==> config.mk <==
export PLATFORM = sky130hd
export DESIGN_NAME = decode_register_file_flat
export DESIGN_NICKNAME = d
export VERILOG_FILES = /design/src/rtl/decode_register_file_if.sv /design/src/rtl/decode_register_file.sv /design/src/flat_wrapper.sv
export SDC_FILE = /design/constraint.sdc
export NUM_CORES = 2
export LEC_CHECK = 0
export ABC_CLOCK_PERIOD_IN_PS = 2800
export CAP_MARGIN = 20
export CELL_PAD_IN_SITES_DETAIL_PLACEMENT = 1
export CELL_PAD_IN_SITES_GLOBAL_PLACEMENT = 1
export CORE_MARGIN = 2
export CORE_UTILIZATION = 40
export CTS_BUF_LIST = sky130_fd_sc_hd__clkbuf_2 sky130_fd_sc_hd__clkbuf_4 sky130_fd_sc_hd__clkbuf_8
export CTS_CLUSTER_DIAMETER = 60
export CTS_CLUSTER_SIZE = 8
export DETAILED_ROUTE_END_ITERATION = 6
export PLACE_DENSITY_LB_ADDON = 0.1
export RECOVER_POWER = 100
export SYNTH_ARGS = -nofsm -noshare
export SYNTH_HDL_FRONTEND = slang
export SYNTH_SLANG_ARGS = --single-unit
==> constraint.sdc <==
create_clock -name clk -period 2.8 [get_ports clk]
set_clock_uncertainty 0.05 [all_clocks]
set_input_delay 0.28 -clock clk [delete_from_list [all_inputs] [get_ports clk]]
set_output_delay 0.28 -clock clk [all_outputs]
set_load 0.1 [all_outputs]
==> src/rtl/decode_register_file_if.sv <==
// Bundle between writeback/decode and the register file: write port, two read ports,
// issue/cancel scoreboard controls and the stall/error flags returned to the pipeline.
interface decode_register_file_if #(
    parameter int XLEN = 32
);
    logic            RegWriteW;
    logic [4:0]      RDW;
    logic [XLEN-1:0] ResultW;
    logic [4:0]      A1;
    logic [4:0]      A2;
    logic [XLEN-1:0] RD1;
    logic [XLEN-1:0] RD2;
    logic            IssueD;
    logic [4:0]      IssueRdD;
    logic            CancelE;
    logic [4:0]      CancelRdE;
    logic            StallD;
    logic            ErrorW;

    modport master (
        output RegWriteW, RDW, ResultW, A1, A2, IssueD, IssueRdD, CancelE, CancelRdE,
        input  RD1, RD2, StallD, ErrorW
    );

    modport slave (
        input  RegWriteW, RDW, ResultW, A1, A2, IssueD, IssueRdD, CancelE, CancelRdE,
        output RD1, RD2, StallD, ErrorW
    );
endinterface

==> src/rtl/decode_register_file.sv <==
// 32 x XLEN register file with write-through bypass and, when SCOREBOARD_EN is defined,
// per-register pending-write counters driving StallD and a sticky underflow ErrorW.
module decode_register_file #(
    parameter int XLEN   = 32,
    parameter int PEND_W = 2
) (
    input  logic                         clk,
    input  logic                         rst,
    decode_register_file_if.slave        bus
);

    logic [XLEN-1:0] regs [32];
    logic            wb_en;

    assign wb_en = bus.RegWriteW && (bus.RDW != 5'd0);

    // x0 is never written, so regs[0] stays at its reset value of zero.
    always_ff @(posedge clk) begin
        if (rst) begin
            for (int i = 0; i < 32; i++) begin
                regs[i] <= '0;
            end
        end else if (wb_en) begin
            regs[bus.RDW] <= bus.ResultW;
        end
    end

    always_comb begin
        bus.RD1 = '0;
        bus.RD2 = '0;
        if (bus.A1 != 5'd0) begin
            bus.RD1 = (wb_en && bus.RDW == bus.A1) ? bus.ResultW : regs[bus.A1];
        end
        if (bus.A2 != 5'd0) begin
            bus.RD2 = (wb_en && bus.RDW == bus.A2) ? bus.ResultW : regs[bus.A2];
        end
    end

`ifdef SCOREBOARD_EN
    localparam logic [PEND_W-1:0] CNT_MAX = '1;

    logic [PEND_W-1:0] cnt_all [32];
    logic [31:0]       underflow;
    logic              stall;
    logic              a1_busy;
    logic              a2_busy;
    logic              issue_full;
    logic              error_reg;

    assign cnt_all[0]   = '0;
    assign underflow[0] = 1'b0;

    for (genvar gi = 1; gi < 32; gi++) begin : g_cnt
        logic [PEND_W-1:0] cnt_reg;
        logic [PEND_W-1:0] cnt_next;
        logic              inc;
        logic              wb_dec;
        logic              cancel_dec;
        logic [PEND_W:0]   up;
        logic [PEND_W:0]   down;

        assign inc        = bus.IssueD && (bus.IssueRdD == 5'(gi)) && !stall;
        assign wb_dec     = bus.RegWriteW && (bus.RDW == 5'(gi));
        assign cancel_dec = bus.CancelE && (bus.CancelRdE == 5'(gi));

        // Saturate at zero; more retirements than pending writes is an error.
        always_comb begin
            up       = {1'b0, cnt_reg} + (PEND_W+1)'(inc);
            down     = (PEND_W+1)'(wb_dec) + (PEND_W+1)'(cancel_dec);
            cnt_next = (up >= down) ? PEND_W'(up - down) : '0;
        end

        assign underflow[gi] = down > {1'b0, cnt_reg};
        assign cnt_all[gi]   = cnt_reg;

        always_ff @(posedge clk) begin
            if (rst) begin
                cnt_reg <= '0;
            end else begin
                cnt_reg <= cnt_next;
            end
        end
    end

    // A source whose last pending write lands this cycle is covered by the bypass.
    always_comb begin
        a1_busy = (bus.A1 != 5'd0) && (cnt_all[bus.A1] != '0) &&
                  !((cnt_all[bus.A1] == PEND_W'(1)) && bus.RegWriteW && (bus.RDW == bus.A1));
        a2_busy = (bus.A2 != 5'd0) && (cnt_all[bus.A2] != '0) &&
                  !((cnt_all[bus.A2] == PEND_W'(1)) && bus.RegWriteW && (bus.RDW == bus.A2));
        issue_full = bus.IssueD && (bus.IssueRdD != 5'd0) &&
                     (cnt_all[bus.IssueRdD] == CNT_MAX) &&
                     !(bus.RegWriteW && (bus.RDW == bus.IssueRdD)) &&
                     !(bus.CancelE && (bus.CancelRdE == bus.IssueRdD));
        stall = a1_busy || a2_busy || issue_full;
    end

    always_ff @(posedge clk) begin
        if (rst) begin
            error_reg <= 1'b0;
        end else if (|underflow) begin
            error_reg <= 1'b1;
        end
    end

    assign bus.StallD = stall;
    assign bus.ErrorW = error_reg;
`else
    logic              unused_sb;
    logic [PEND_W-1:0] unused_pend;

    assign unused_sb   = ^{bus.IssueD, bus.IssueRdD, bus.CancelE, bus.CancelRdE};
    assign unused_pend = '0;
    assign bus.StallD  = 1'b0;
    assign bus.ErrorW  = 1'b0;
`endif

endmodule

==> src/flat_wrapper.sv <==
// flat-port wrapper written by rule: the top's interface ports become plain ports
module decode_register_file_flat 
#(
    parameter int XLEN   = 32,
    parameter int PEND_W = 2
)
  (clk, rst, bus_RegWriteW, bus_RDW, bus_ResultW, bus_A1, bus_A2, bus_IssueD, bus_IssueRdD, bus_CancelE, bus_CancelRdE, bus_RD1, bus_RD2, bus_StallD, bus_ErrorW);
  decode_register_file_if #(.XLEN(XLEN)) bus_i ();
  input  logic clk;
  input  logic rst;
  input wire logic [$bits(bus_i.RegWriteW)-1:0] bus_RegWriteW;
  input wire logic [$bits(bus_i.RDW)-1:0] bus_RDW;
  input wire logic [$bits(bus_i.ResultW)-1:0] bus_ResultW;
  input wire logic [$bits(bus_i.A1)-1:0] bus_A1;
  input wire logic [$bits(bus_i.A2)-1:0] bus_A2;
  input wire logic [$bits(bus_i.IssueD)-1:0] bus_IssueD;
  input wire logic [$bits(bus_i.IssueRdD)-1:0] bus_IssueRdD;
  input wire logic [$bits(bus_i.CancelE)-1:0] bus_CancelE;
  input wire logic [$bits(bus_i.CancelRdE)-1:0] bus_CancelRdE;
  output wire logic [$bits(bus_i.RD1)-1:0] bus_RD1;
  output wire logic [$bits(bus_i.RD2)-1:0] bus_RD2;
  output wire logic [$bits(bus_i.StallD)-1:0] bus_StallD;
  output wire logic [$bits(bus_i.ErrorW)-1:0] bus_ErrorW;
  assign bus_i.RegWriteW = bus_RegWriteW;
  assign bus_i.RDW = bus_RDW;
  assign bus_i.ResultW = bus_ResultW;
  assign bus_i.A1 = bus_A1;
  assign bus_i.A2 = bus_A2;
  assign bus_i.IssueD = bus_IssueD;
  assign bus_i.IssueRdD = bus_IssueRdD;
  assign bus_i.CancelE = bus_CancelE;
  assign bus_i.CancelRdE = bus_CancelRdE;
  assign bus_RD1 = bus_i.RD1;
  assign bus_RD2 = bus_i.RD2;
  assign bus_StallD = bus_i.StallD;
  assign bus_ErrorW = bus_i.ErrorW;
  decode_register_file #(.XLEN(XLEN), .PEND_W(PEND_W)) u_core (.clk(clk), .rst(rst), .bus(bus_i));
endmodule
# == Yosys cells after proc, flatten, opt, wreduce, memory -nomap -nowiden ==
# Memories as Yosys holds them, arrays and structs flattened.
# Cells that the tools add are included.
# classes
n_reduce_logical,7
muxes,12
eq_ne,2
# ops
operator,count
$mux 32,5
$reduce_or 32->1,1
$reduce_bool 5->1,3
$eq 5x5->1,2
$mux 1,6
$mux 5,1
$logic_and 1x1->1,3
# word_totals
elab_cells,22
regBits,0
inputBits,62
ram_bits,1024
output_inout_bits,66
mem_count,1
# mem_list
name,words,width,rd,rd_ports_with_merged_regs,write_ports,line_no,rtl
u_core.regs,32,32,2,0,32,decode_register_file.sv:12,logic [XLEN-1:0] regs [32];

# == Longest topological paths before layout ==
# depth
ltp_word,7
ltp_mapped,10
ltp_nobuf,5

# == Least setup slack after synthesis ==
# No wires, ideal clock.
# synth_timing
kind,input port to output port
from,in bus_A1[0]
to,out bus_RD1[15]
path_buffers,5
cell_stages,10
arrival_ns,3.652
setup_slack_ns,-1.182
path_cell_list,buf_6 -> buf_12 -> buf_8 -> buf_12 -> buf_6 -> mux2i_1 -> a221o_1 -> nor3_1 -> nor3_1 -> nor3_1
# synth_between
elab_chain_cells,4
word_cells_on_any_way,6
# synth_rtl
item,line_no,rtl
from (decl),flat_wrapper.sv:14,input wire logic [$bits(bus_i.A1)-1:0] bus_A1;
"parallel branches: the longest is 3 deep, another holds $mem_v2 32x32",-,
$mux 32 (*),decode_register_file.sv:31,if (bus.A1 != 5'd0) begin
to (decl),flat_wrapper.sv:20,output wire logic [$bits(bus_i.RD1)-1:0] bus_RD1;
# Every way passes the cells marked *.

==> metrics.yaml <==
min_period_over_period: 1.21
status: "finished with violations"
synthCells: 3801
startpoint_type: "register"
grt_usage: 0.350
cts_buffer_depth: 3
reg.largest.list: "u_core.regs: 1024 flops"
final_cell_mix: "edfxtp_1, and2_1, buf_4, mux4_2, buf_12"
arrival_ns: 3.06
grt_overflow: 0
io_buffer_count: 113
dp.cells: 5933
first_iter_violations: 5582
initial_utilization: 0.403
worst_slew_pin_slew_ns: 3.32
synth_edf_count: 1024
dieArea_um2: 142000
power_leakage_nw: 24.3
dr.pass1.iters: 6
slew_viol_final: 78
coreArea_um2: 138000
vdd_drop_max_uv: 481
finalSetupViolations: 1710
critical_path.max_stage_delay_ns: 0.49
numCtsBuffers: 150
path_clk_slew_ns: 0.07
rsz0062_at_grt: "yes"
vias_per_cell: 6.52
layout-drive-gt1-share: 0.385
cts_tree: "built"
synth_area_um2: 55500
crit_chain: "mux4_2 -> mux2_4 -> a221o_1 -> a32o_2 -> buf_12"
cp_slowest_cell: "mux4_2"
row_count: 136
worstSetupEndpointType: "primary output"
syn_avg_cell_area_um2: 14.6
combPwrFrac: 0.219
fmax_ghz: 0.295
largest_reg_flops: 1024
dr_wl_met2_um: 115000
grt_first_pass_wirelength_um: 340000
vias: 40000
routed.top_layer: "met5"
antenna_left: 0
violations: "max-capacitance violations, max-slew violations, negative setup slack"
ys_async_sr_fraction: 0
p_sw_w: 0.0113
avgRoutedWirePerCell_um: 40.5
seq_power_share: 0.485
pre_cts_ws_ns: -0.684
cp_max_fo: 2
wl_met3_um: 23000
cts_max_level: 4
dieWidth_um: 377
top_register: "u_core.regs"
final_cell_count_no_fill: 6135
ys_seq_area_frac: 0.554
place.gp.congestion: 0.926
final_common_cell: "edfxtp_1"
cts_hold_buf: 0
fin_ws_ns: -0.590
area_growth_pct: 23.4
totalWireLength_um: 249000
intPower_w: 0.0262
die_y_um: 377
routedLengthMet1_um: 95500
ys_warn_count: 0
grt_max_degree: 44
antenna_found_initial: 24
synth_flop_cell: "edfxtp_1"
pwr-share-clk: 0.296
root_buffer: "clkbuf_8"
relSlewSlack: -1.21
hold_class: "primary input to register"
grt_pass1_vias: 42000
maxCapViolCount: 3
min_period_ns: 3.39
worstSetupPathType: "register to primary output"
synth_cell_types: 54
cts.sinks: 1024
switching_share: 0.301
nNetsFinal: 4366
synth_seq_cells: 1024
io-pin-count: 128
drc_errors: 0
crit_required_ns: 2.47
hpwlAfterDp_um: 172000
hold_viol_final: 0
power_density_nw_per_um2: 548
[power groups by stage]
stage / combinational [W] / clock (W) / sequential (W)
6_report: 0.00822 / 0.0111 / 0.0182
5_1_grt: 0.00838 / 0.0118 / 0.0183
4_1_cts: 0.00806 / 0.0113 / 0.0182
3_5_place_dp: 0.00765 / 0 / 0.0185
3_3_place_gp: 0.00759 / 0 / 0.0184
2_1_floorplan: 0.00405 / 0 / 0.0183
[worst paths after layout]
path | startpoint | end | slack (ns) | cells after the start
min | bus_RDW[3] | u_core.regs[1][4] | 0.21 | 4
max | u_core.regs[31][14] | bus_RD2[14] | -0.59 | 5
[logic make-up (layout without fill, tap and decap cells)]
group,after synthesis,in the layout,synth area share
AND/OR/NAND/NOR,1298,1298,0.139
flip-flops,1024,1024,0.554
multiplexers,687,687,0.218
buffers and inverters,422,919,0.0385
AO/OA/AOI/OAI,359,359,0.0494
XOR/XNOR,10,10,0.00158
other,1,44,0.0000675
[metrics by stage]
stage | hold WS, ns | utilization | TNS [ns] | instance area [um^2] | power, W
after global routing | 0.162 | 0.498 | -259.55 | 68500 | 0.0384
final | 0.207 | 0.498 | -414.84 | 68500 | 0.0375
after floorplan | 0.428 | - | -0.0669 | 55900 | 0.0223
after CTS | 0.0527 | 0.496 | -24.38 | 68300 | 0.0375
after global placement | 1.03 | 0.469 | -28.47 | 64600 | 0.0260
after detailed placement | 1.04 | 0.469 | -29.35 | 64600 | 0.0261
[cell usage after synthesis, drive strengths merged (10+ instances only)]
cell / instances / area share
nand2: 60 / 0.0041
a21oi: 31 / 0.0028
a22oi: 63 / 0.0085
a221o: 22 / 0.0040
o221ai: 32 / 0.0050
o22ai: 80 / 0.0090
and2: 964 / 0.11
a221oi: 26 / 0.0042
nor3: 88 / 0.0079
or2: 43 / 0.0048
mux2: 73 / 0.015
a211oi: 37 / 0.0050
a211o: 13 / 0.0021
nand3: 22 / 0.0020
nor2: 68 / 0.0046
nor2b: 10 / 0.0011
a32o: 31 / 0.0056
clkbuf: 286 / 0.019
buf: 133 / 0.019
edfxtp: 1024 / 0.55
mux4: 402 / 0.16
mux2i: 212 / 0.038
[layout make-up]
cell class | instances | area (um^2)
fill | 13200 | 69100
sequential | 1024 | 30700
multi-input combinational | 2388 | 24800
timing repair buffer | 737 | 8340
tap | 1794 | 2240
clock buffer | 165 | 2220
clock inverter | 14 | 93.8
antenna | 10 | 25.0
inverter | 3 | 11.3
[per-layer routing]
layer | track usage | up-vias
met5 | 0 | -
met4 | 0.183 | 4
met3 | 0.0700 | 622
met2 | 0.551 | 2592
met1 | 0.460 | 21200
li1 | - | 15600
[what timing repair did]
item,in CTS,in global routing
buffers inserted,38,16
gates cloned,1,0
resized for setup,326,75
endpoints found under the hold margin,0,0
pin swaps,156,80
setup endpoints to repair,64,64
[worst max-delay path, delay by kind of cell (launching register included)]
family | cells | cell delay (ns)
compound gates | 2 | 0.75
buf+inv | 1 | 0.18
flops | 1 | 0.40
mux | 2 | 0.83
No activity file was read; power rests on OpenSTA's default activity.
